==> config.mk <==
export PLATFORM = sky130hd
export DESIGN_NAME = deserialize_input
export DESIGN_NICKNAME = d
export VERILOG_FILES = /design/src/rtl/deserialize_input.sv
export SDC_FILE = /design/constraint.sdc
export NUM_CORES = 1
export LEC_CHECK = 0
export ABC_CLOCK_PERIOD_IN_PS = 2000
export CORE_AREA = 3 3 90 92
export CTS_BUF_LIST = sky130_fd_sc_hd__clkbuf_2 sky130_fd_sc_hd__clkbuf_4 sky130_fd_sc_hd__clkbuf_8
export CTS_CLUSTER_DIAMETER = 120
export DETAILED_ROUTE_END_ITERATION = 12
export DIE_AREA = 0 0 93 95
export GPL_TIMING_DRIVEN = 0
export PLACE_DENSITY = 0.7
export SYNTH_ARGS = -nofsm -noshare
export SYNTH_HDL_FRONTEND = slang
export SYNTH_SLANG_ARGS = --single-unit
export TNS_END_PERCENT = 5
==> constraint.sdc <==
create_clock -name clk -period 2 [get_ports clk]
set_input_delay 0.5 -clock clk [delete_from_list [all_inputs] [get_ports clk]]
set_output_delay 0.5 -clock clk [all_outputs]
set_load 0.05 [all_outputs]
==> src/rtl/deserialize_input.sv <==
// Purpose: receive side of the single-wire LSB-first word link; assembles WIDTH-bit words.
// Latency: data_valid rises 1 clk after the last serial bit is sampled.
// Backpressure: one-word holding register; a word completing while it is full and not
//               being consumed is dropped and flagged on the sticky overrun bit.
module deserialize_input #(
    parameter int WIDTH     = 32,
    parameter int START_LAG = 1
) (
    input  logic             clk,
    input  logic             reset,
    input  logic             serial_in,
    input  logic             start,
    input  logic             data_ready,
    input  logic             clr_err,
    output logic [WIDTH-1:0] data_out,
    output logic             data_valid,
    output logic             busy,
    output logic             overrun
);

    localparam int            BW       = $clog2(WIDTH) + 1;
    localparam logic [BW-1:0] LAST_BIT = BW'(WIDTH - 1);
    // Two lag cycles are absorbed by the S_IDLE -> S_WAIT and S_WAIT -> S_SHIFT hops.
    localparam logic [3:0]    LAG_INIT = (START_LAG >= 2) ? 4'(START_LAG - 2) : 4'd0;

    typedef enum logic [1:0] {
        S_IDLE,
        S_WAIT,
        S_SHIFT
    } state_t;

    state_t          state;
    state_t          state_nxt;
    // Only WIDTH-1 bits are stored: the final bit goes straight from serial_in into the word.
    logic [WIDTH-1:1] sr;
    logic [WIDTH-1:1] sr_nxt;
    logic [BW-1:0]    bit_cnt;
    logic [BW-1:0]    bit_cnt_nxt;
    logic [3:0]       lag_cnt;
    logic [3:0]       lag_cnt_nxt;
    logic             word_done;
    logic [WIDTH-1:0] shifted;

    assign shifted = {serial_in, sr};
    assign busy    = (state != S_IDLE);

    // State and shift datapath registers.
    always_ff @(posedge clk) begin
        if (!reset) begin
            state   <= S_IDLE;
            sr      <= '0;
            bit_cnt <= '0;
            lag_cnt <= '0;
        end else begin
            state   <= state_nxt;
            sr      <= sr_nxt;
            bit_cnt <= bit_cnt_nxt;
            lag_cnt <= lag_cnt_nxt;
        end
    end

    // Next-state logic: start lag handling, bit shifting and word completion.
    always_comb begin
        state_nxt   = state;
        sr_nxt      = sr;
        bit_cnt_nxt = bit_cnt;
        lag_cnt_nxt = lag_cnt;
        word_done   = 1'b0;
        case (state)
            S_IDLE: begin
                if (start) begin
                    if (START_LAG == 0) begin
                        // Bit 0 is on the wire together with the strobe.
                        sr_nxt      = shifted[WIDTH-1:1];
                        bit_cnt_nxt = BW'(1);
                        state_nxt   = S_SHIFT;
                    end else if (START_LAG == 1) begin
                        bit_cnt_nxt = '0;
                        state_nxt   = S_SHIFT;
                    end else begin
                        lag_cnt_nxt = LAG_INIT;
                        state_nxt   = S_WAIT;
                    end
                end
            end
            S_WAIT: begin
                if (lag_cnt != 4'd0) begin
                    lag_cnt_nxt = lag_cnt - 4'd1;
                end else begin
                    bit_cnt_nxt = '0;
                    state_nxt   = S_SHIFT;
                end
            end
            S_SHIFT: begin
                sr_nxt      = shifted[WIDTH-1:1];
                bit_cnt_nxt = bit_cnt + BW'(1);
                if (bit_cnt == LAST_BIT) begin
                    word_done   = 1'b1;
                    bit_cnt_nxt = '0;
                    state_nxt   = S_IDLE;
                end
            end
            default: begin
                state_nxt = S_IDLE;
            end
        endcase
    end

    // Holding register: load on completion when empty or drained this cycle, else drop.
    always_ff @(posedge clk) begin
        if (!reset) begin
            data_out   <= '0;
            data_valid <= 1'b0;
        end else if (word_done) begin
            if (!data_valid || data_ready) begin
                data_out   <= shifted;
                data_valid <= 1'b1;
            end
        end else if (data_valid && data_ready) begin
            data_valid <= 1'b0;
        end
    end

    // Sticky overrun: a dropped word sets it, and setting beats a simultaneous clear.
    always_ff @(posedge clk) begin
        if (!reset) begin
            overrun <= 1'b0;
        end else if (word_done && data_valid && !data_ready) begin
            overrun <= 1'b1;
        end else if (clr_err) begin
            overrun <= 1'b0;
        end
    end

endmodule

Word-level counts from Yosys, hierarchy flattened:

Cells that the tools add are included.

* register bits: 77
* input bits: 6
* output and inout bits: 35
* logic and storage cells: 48

* add/sub/neg operators: 2
* equal/unequal tests: 7
* multiplexer cells: 15
* reduce and logical (&&, ||, !) cells: 17

Operator list (number)
* $mux 6: 3
* $pmux 6 s3: 1
* $mux 1: 7
* $add 6x1->6 const B: 1
* $eq 6x5->1 const B: 1
* $mux 2: 3
* $ne 2x2->1 const B: 3
* $pmux 2 s3: 1
* $reduce_and 2->1: 3
* $reduce_and 3->1: 2
* $reduce_bool 2->1: 3
* $reduce_bool 4->1: 1
* $sub 4x1->4 const B: 1
* $logic_and 1x1->1: 3
* $reduce_bool 3->1: 1
* $eq 2x1->1 const B: 1
* $eq 2x2->1 const B: 1
* $logic_not 1->1: 2
* $logic_not 2->1: 1
* $ne 2x1->1 const B: 1
* $logic_or 1x1->1: 1

Longest topological paths before layout:

* word-level depth: 6
* depth in mapped cells: 5
* mapped depth without buffers: 4

Worst setup path before layout:

OpenSTA, ideal clock, no wires.

* path kind: reg-to-reg
* start: reg state[1]
* end: reg data_out[10]
* arrival: 1.620 ns
* data required time: 1.928 ns
* setup slack: 0.309 ns
* cell stages (with the launch flop): 6
* clock period less this slack: 1.691 ns
* cell sequence: dfxtp_1 > buf_6 > nand2_1 > nor4_4 > buf_6 > mux2i_1

* cells in the longest elaborated chain, start to end: 3

Ends and longest elaborated chain
* start, declared: line 32 `state_t state;`
* start signal, assigned: line 55 `state <= state_nxt;`
* $eq 2x2->1: line 69 `case (state)`
* $mux 1: line 69
* $reduce_and 2->1 (no line)
* end signal, assigned: line 116 `data_out <= shifted;`
* end, declared: line 15 `output logic [WIDTH-1:0] data_out,`

Every way passes these cells.
A chain may end at the register's enable or synchronous reset.

Final worst setup path:

* start: in data_ready
* end: reg data_out[30]

* cells in the longest elaborated chain, start to end: 2

Ends and longest elaborated chain
* start, declared: line 13 `input logic data_ready,`
* $logic_or 1x1->1: line 115 `if (!data_valid || data_ready) begin`
* $reduce_and 2->1 (no line)

Every way passes these cells.

==> impl_metrics.tcl <==
set metrics [dict create \
    status "finished, final reports clean" \
    met1_usage_pct 16.2 \
    initial_core_util_pct 40.5 \
    worst_slew_pin_tran_ns 0.523 \
    avgRoutedWirePerCell_um 12.5 \
    h-tree-depth 3 \
    tritoncts "yes" \
    core-area_sq_um 7290 \
    overall_die_height_um 95 \
    cts-buffers-inserted 9 \
    area_growth_pct 23.7 \
    timing.rr.start "bit_cnt[0]" \
    met3_usage_pct 4.70 \
    p_leak_nw 1.60 \
    first_global_vias 2023 \
    synthDistinctLibCells 29 \
    dieArea_sq_um 8840 \
    final_estimated_routing_congestion_in_global_placement 0.816 \
    synthArstFlopShare_pct 0 \
    n_antenna_cell 0 \
    numPortBuffers 39 \
    final.setup.tns_ns 0 \
    final_max_slew_viol_count 0 \
    layout_cell_share_with_drive_strength_beyond_1_pct 10.1 \
    fmaxAchievable_ghz 0.529 \
    placed_cell_area_sq_um 3470 \
    drtAntennaViolNets 0 \
    ys.flop_type "sky130_fd_sc_hd__dfxtp_1" \
    maxCapViolations 0 \
    cellPowerDensity_nw_per_um2 720 \
    finalHoldViolCount 0 \
    synth_seq_cells 72 \
    die_width_um 93 \
    setup_viol_count_final 0 \
    initialDrtViolationCount 28 \
    num-fill-cells 719 \
    yosysWarningCount 0 \
    syn_nets 297 \
    cts.hold.buffers_added 0 \
    cp-end-kind "flop" \
    finalClockSkew_ns 0.00882 \
    cp-start-kind "primary input" \
    cp_data_arrival_time_ns 2.16 \
    place.detailed.hpwl_mm 3.85 \
    clk_path_buf_depth 2 \
    clk-insertion-delay-late_ns 0.34 \
    setup_repair_after_global_routing_missed_its_margin "false" \
    power.share.sequential_pct 54.9 \
    layout.cell_area.non_filler_sq_um 3650 \
    power.ir.vdd_worst_uv 420 \
    grt_first_pass_wirelength_mm 9.46 \
    leading_cell_types_in_the_layout_fill_and_taps_excluded "sky130_fd_sc_hd__dfxtp_1 (72), sky130_fd_sc_hd__nand2_1 (69), sky130_fd_sc_hd__mux2i_1 (64)" \
    synth.cell_area_sq_um 2950 \
    synth-edff-count 0 \
    required_ns 2.27 \
    grt_antenna_before_repair 0 \
    worst_path_maximum_fanout 10 \
    global_route.peak_usage_layer "met2" \
    grt_max_degree 12 \
    globalRouteOverflowTotal 0 \
    power.share.combinational_pct 5.3 \
    avgSynthCellArea_sq_um 10.2 \
    setup.worst_path.end "data_out[30]" \
    synth-seq-area-share_pct 48.8 \
    clock-sinks 72 \
    finalCriticalPeriod_ns 1.89 \
    critPathKind "in2reg" \
    grtUsageMet2_pct 22.9 \
    netSwitchingFraction_pct 23.0 \
    timing.final.crit_share_pct 94.5 \
    postRouteWirelength_mm 5.55 \
    vias 2053 \
    detail_route.vias_per_cell 4.62 \
    syn_inst 290 \
    timing.critical_path.from "data_ready" \
    cellInternalPower_mw 2.02 \
    clock-root-buffer "sky130_fd_sc_hd__clkbuf_8" \
    clkPwrFrac_pct 39.7 \
    route.detailed.drc 0 \
    worst-r2r-cell-count 5 \
    rows 31 \
    hp-class "reg2reg" \
    most_common_cell_after_layout_fill_and_taps_aside "sky130_fd_sc_hd__dfxtp_1" \
    io_pins 41 \
    grt_util_all_layers_pct 13.7 \
    power.switching_uw 606 \
    relSlewSlack_pct 64.9 \
    timing.rr.end "data_out[30]" \
    reg2reg_setup_slack_ns 0.17 \
    finish.net_count 347 \
    clk_pin_slew_ns 0.07 \
    first_pass_iters 4 \
]
==> cell type report <==
| cell class | instances | area, sq um | share of cell area (%) |
|---|---|---|---|
| Sequential cell | 72 | 1440 | 39.5 |
| Multi-Input combinational cell | 198 | 1350 | 37.0 |
| Timing Repair Buffer | 39 | 399 | 10.9 |
| Clock buffer | 13 | 160 | 4.38 |
| Buffer | 20 | 160 | 4.38 |
| Tap cell | 99 | 124 | 3.39 |
| Clock inverter | 3 | 17.5 | 0.479 |
==> synth_stat cells (2+ instances only) <==
master | n | share of area [%]
sky130_fd_sc_hd__o32ai_1 | 2 | 0.59
sky130_fd_sc_hd__buf_2 | 6 | 1.0
sky130_fd_sc_hd__a21oi_1 | 2 | 0.34
sky130_fd_sc_hd__nor3b_1 | 3 | 0.76
sky130_fd_sc_hd__nand2b_1 | 2 | 0.42
sky130_fd_sc_hd__buf_6 | 5 | 1.9
sky130_fd_sc_hd__clkbuf_8 | 4 | 1.9
sky130_fd_sc_hd__nor2_1 | 2 | 0.25
sky130_fd_sc_hd__nand3_1 | 3 | 0.51
sky130_fd_sc_hd__clkbuf_1 | 5 | 0.64
sky130_fd_sc_hd__mux2i_1 | 64 | 22
sky130_fd_sc_hd__dfxtp_1 | 72 | 49
sky130_fd_sc_hd__nand2_1 | 69 | 8.8
sky130_fd_sc_hd__o21a_1 | 3 | 0.76
sky130_fd_sc_hd__nor2b_1 | 34 | 7.2
==> per-layer routing <==
| layer | part of all wire (%) | wire length [um] | vias up |
|---|---|---|---|
| li1 | - | - | 1066 |
| met1 | 46 | 2560 | 951 |
| met4 | 1.2 | 64 | 0 |
| met2 | 48 | 2690 | 30 |
| met5 | 0 | 0 | - |
| met3 | 4.2 | 232 | 6 |
==> kinds of logic after synthesis <==
kind of cell,Yosys count,share of synthesized area (%)
AO/OA/AOI/OAI,10,2.42
XOR/XNOR,1,0.297
adder cells (fa/ha/maj),1,0.424
buffers and inverters,20,5.42
flip-flops,72,48.8
multiplexers,64,21.7
AND/OR/NAND/NOR,122,20.9
==> how the worst min path moves through the flow <==
| stage | end | depth (start not counted) | from | slack, ns |
|---|---|---|---|---|
| 6_report | data_out[5] | 2 | data_out[5] | 0.45 |
| 5_1_grt | data_out[2] | 2 | data_out[2] | 0.47 |
| 4_1_cts | data_out[7] | 2 | data_out[7] | 0.46 |
| 3_5_place_dp | data_out[14] | 2 | data_out[14] | 0.45 |
| 3_3_place_gp | data_out[6] | 2 | data_out[6] | 0.44 |
| 2_1_floorplan | data_out[0] | 2 | sr[1] | 0.44 |
==> power by group through the flow <==
stage | clock network [mW] | registers (mW) | logic [mW]
global route | 1.14 | 1.45 | 0.153
floorplan | 0 | 1.48 | 0.102
CTS | 1.08 | 1.45 | 0.143
global placement | 0 | 1.48 | 0.142
detailed placement | 0 | 1.48 | 0.143
finish | 1.05 | 1.45 | 0.140
==> stage by stage <==
stage | power (mW) | utilization [%] | cells | setup slack, ns | hold slack, ns
3_5_place_dp | 1.62 | 47.5 | 428 | -0.255 | 0.445
2_1_floorplan | 1.58 | - | 290 | 0.309 | 0.437
4_1_cts | 2.66 | 49.6 | 444 | 0.00135 | 0.459
6_report | 2.63 | 50.1 | 444 | 0.110 | 0.452
5_1_grt | 2.74 | 50.1 | 444 | 0.0494 | 0.472
3_3_place_gp | 1.62 | 47.5 | 428 | -0.207 | 0.441
==> sequential cells by signal (all words and copies together), names as in the netlist <==
signal	cells
sr	31
overrun	1
state	1
data_valid	1
data_out	32
bit_cnt	6
==> worst max-delay path, stage by stage <==
cell and delay [ns]:
sky130_fd_sc_hd__clkdlybuf4s50_1 0.48, sky130_fd_sc_hd__and2b_2 0.24, sky130_fd_sc_hd__nor4_4 0.47, sky130_fd_sc_hd__buf_6 0.26, sky130_fd_sc_hd__mux2i_1 0.20
==> repair_timing <==
| item | in CTS | in global routing |
|---|---|---|
| endpoints found under the setup margin | 21 | 14 |
| setup buffers | 0 | 0 |
| gates resized for setup | 21 | 14 |
(Power assumes the default switching activity.)
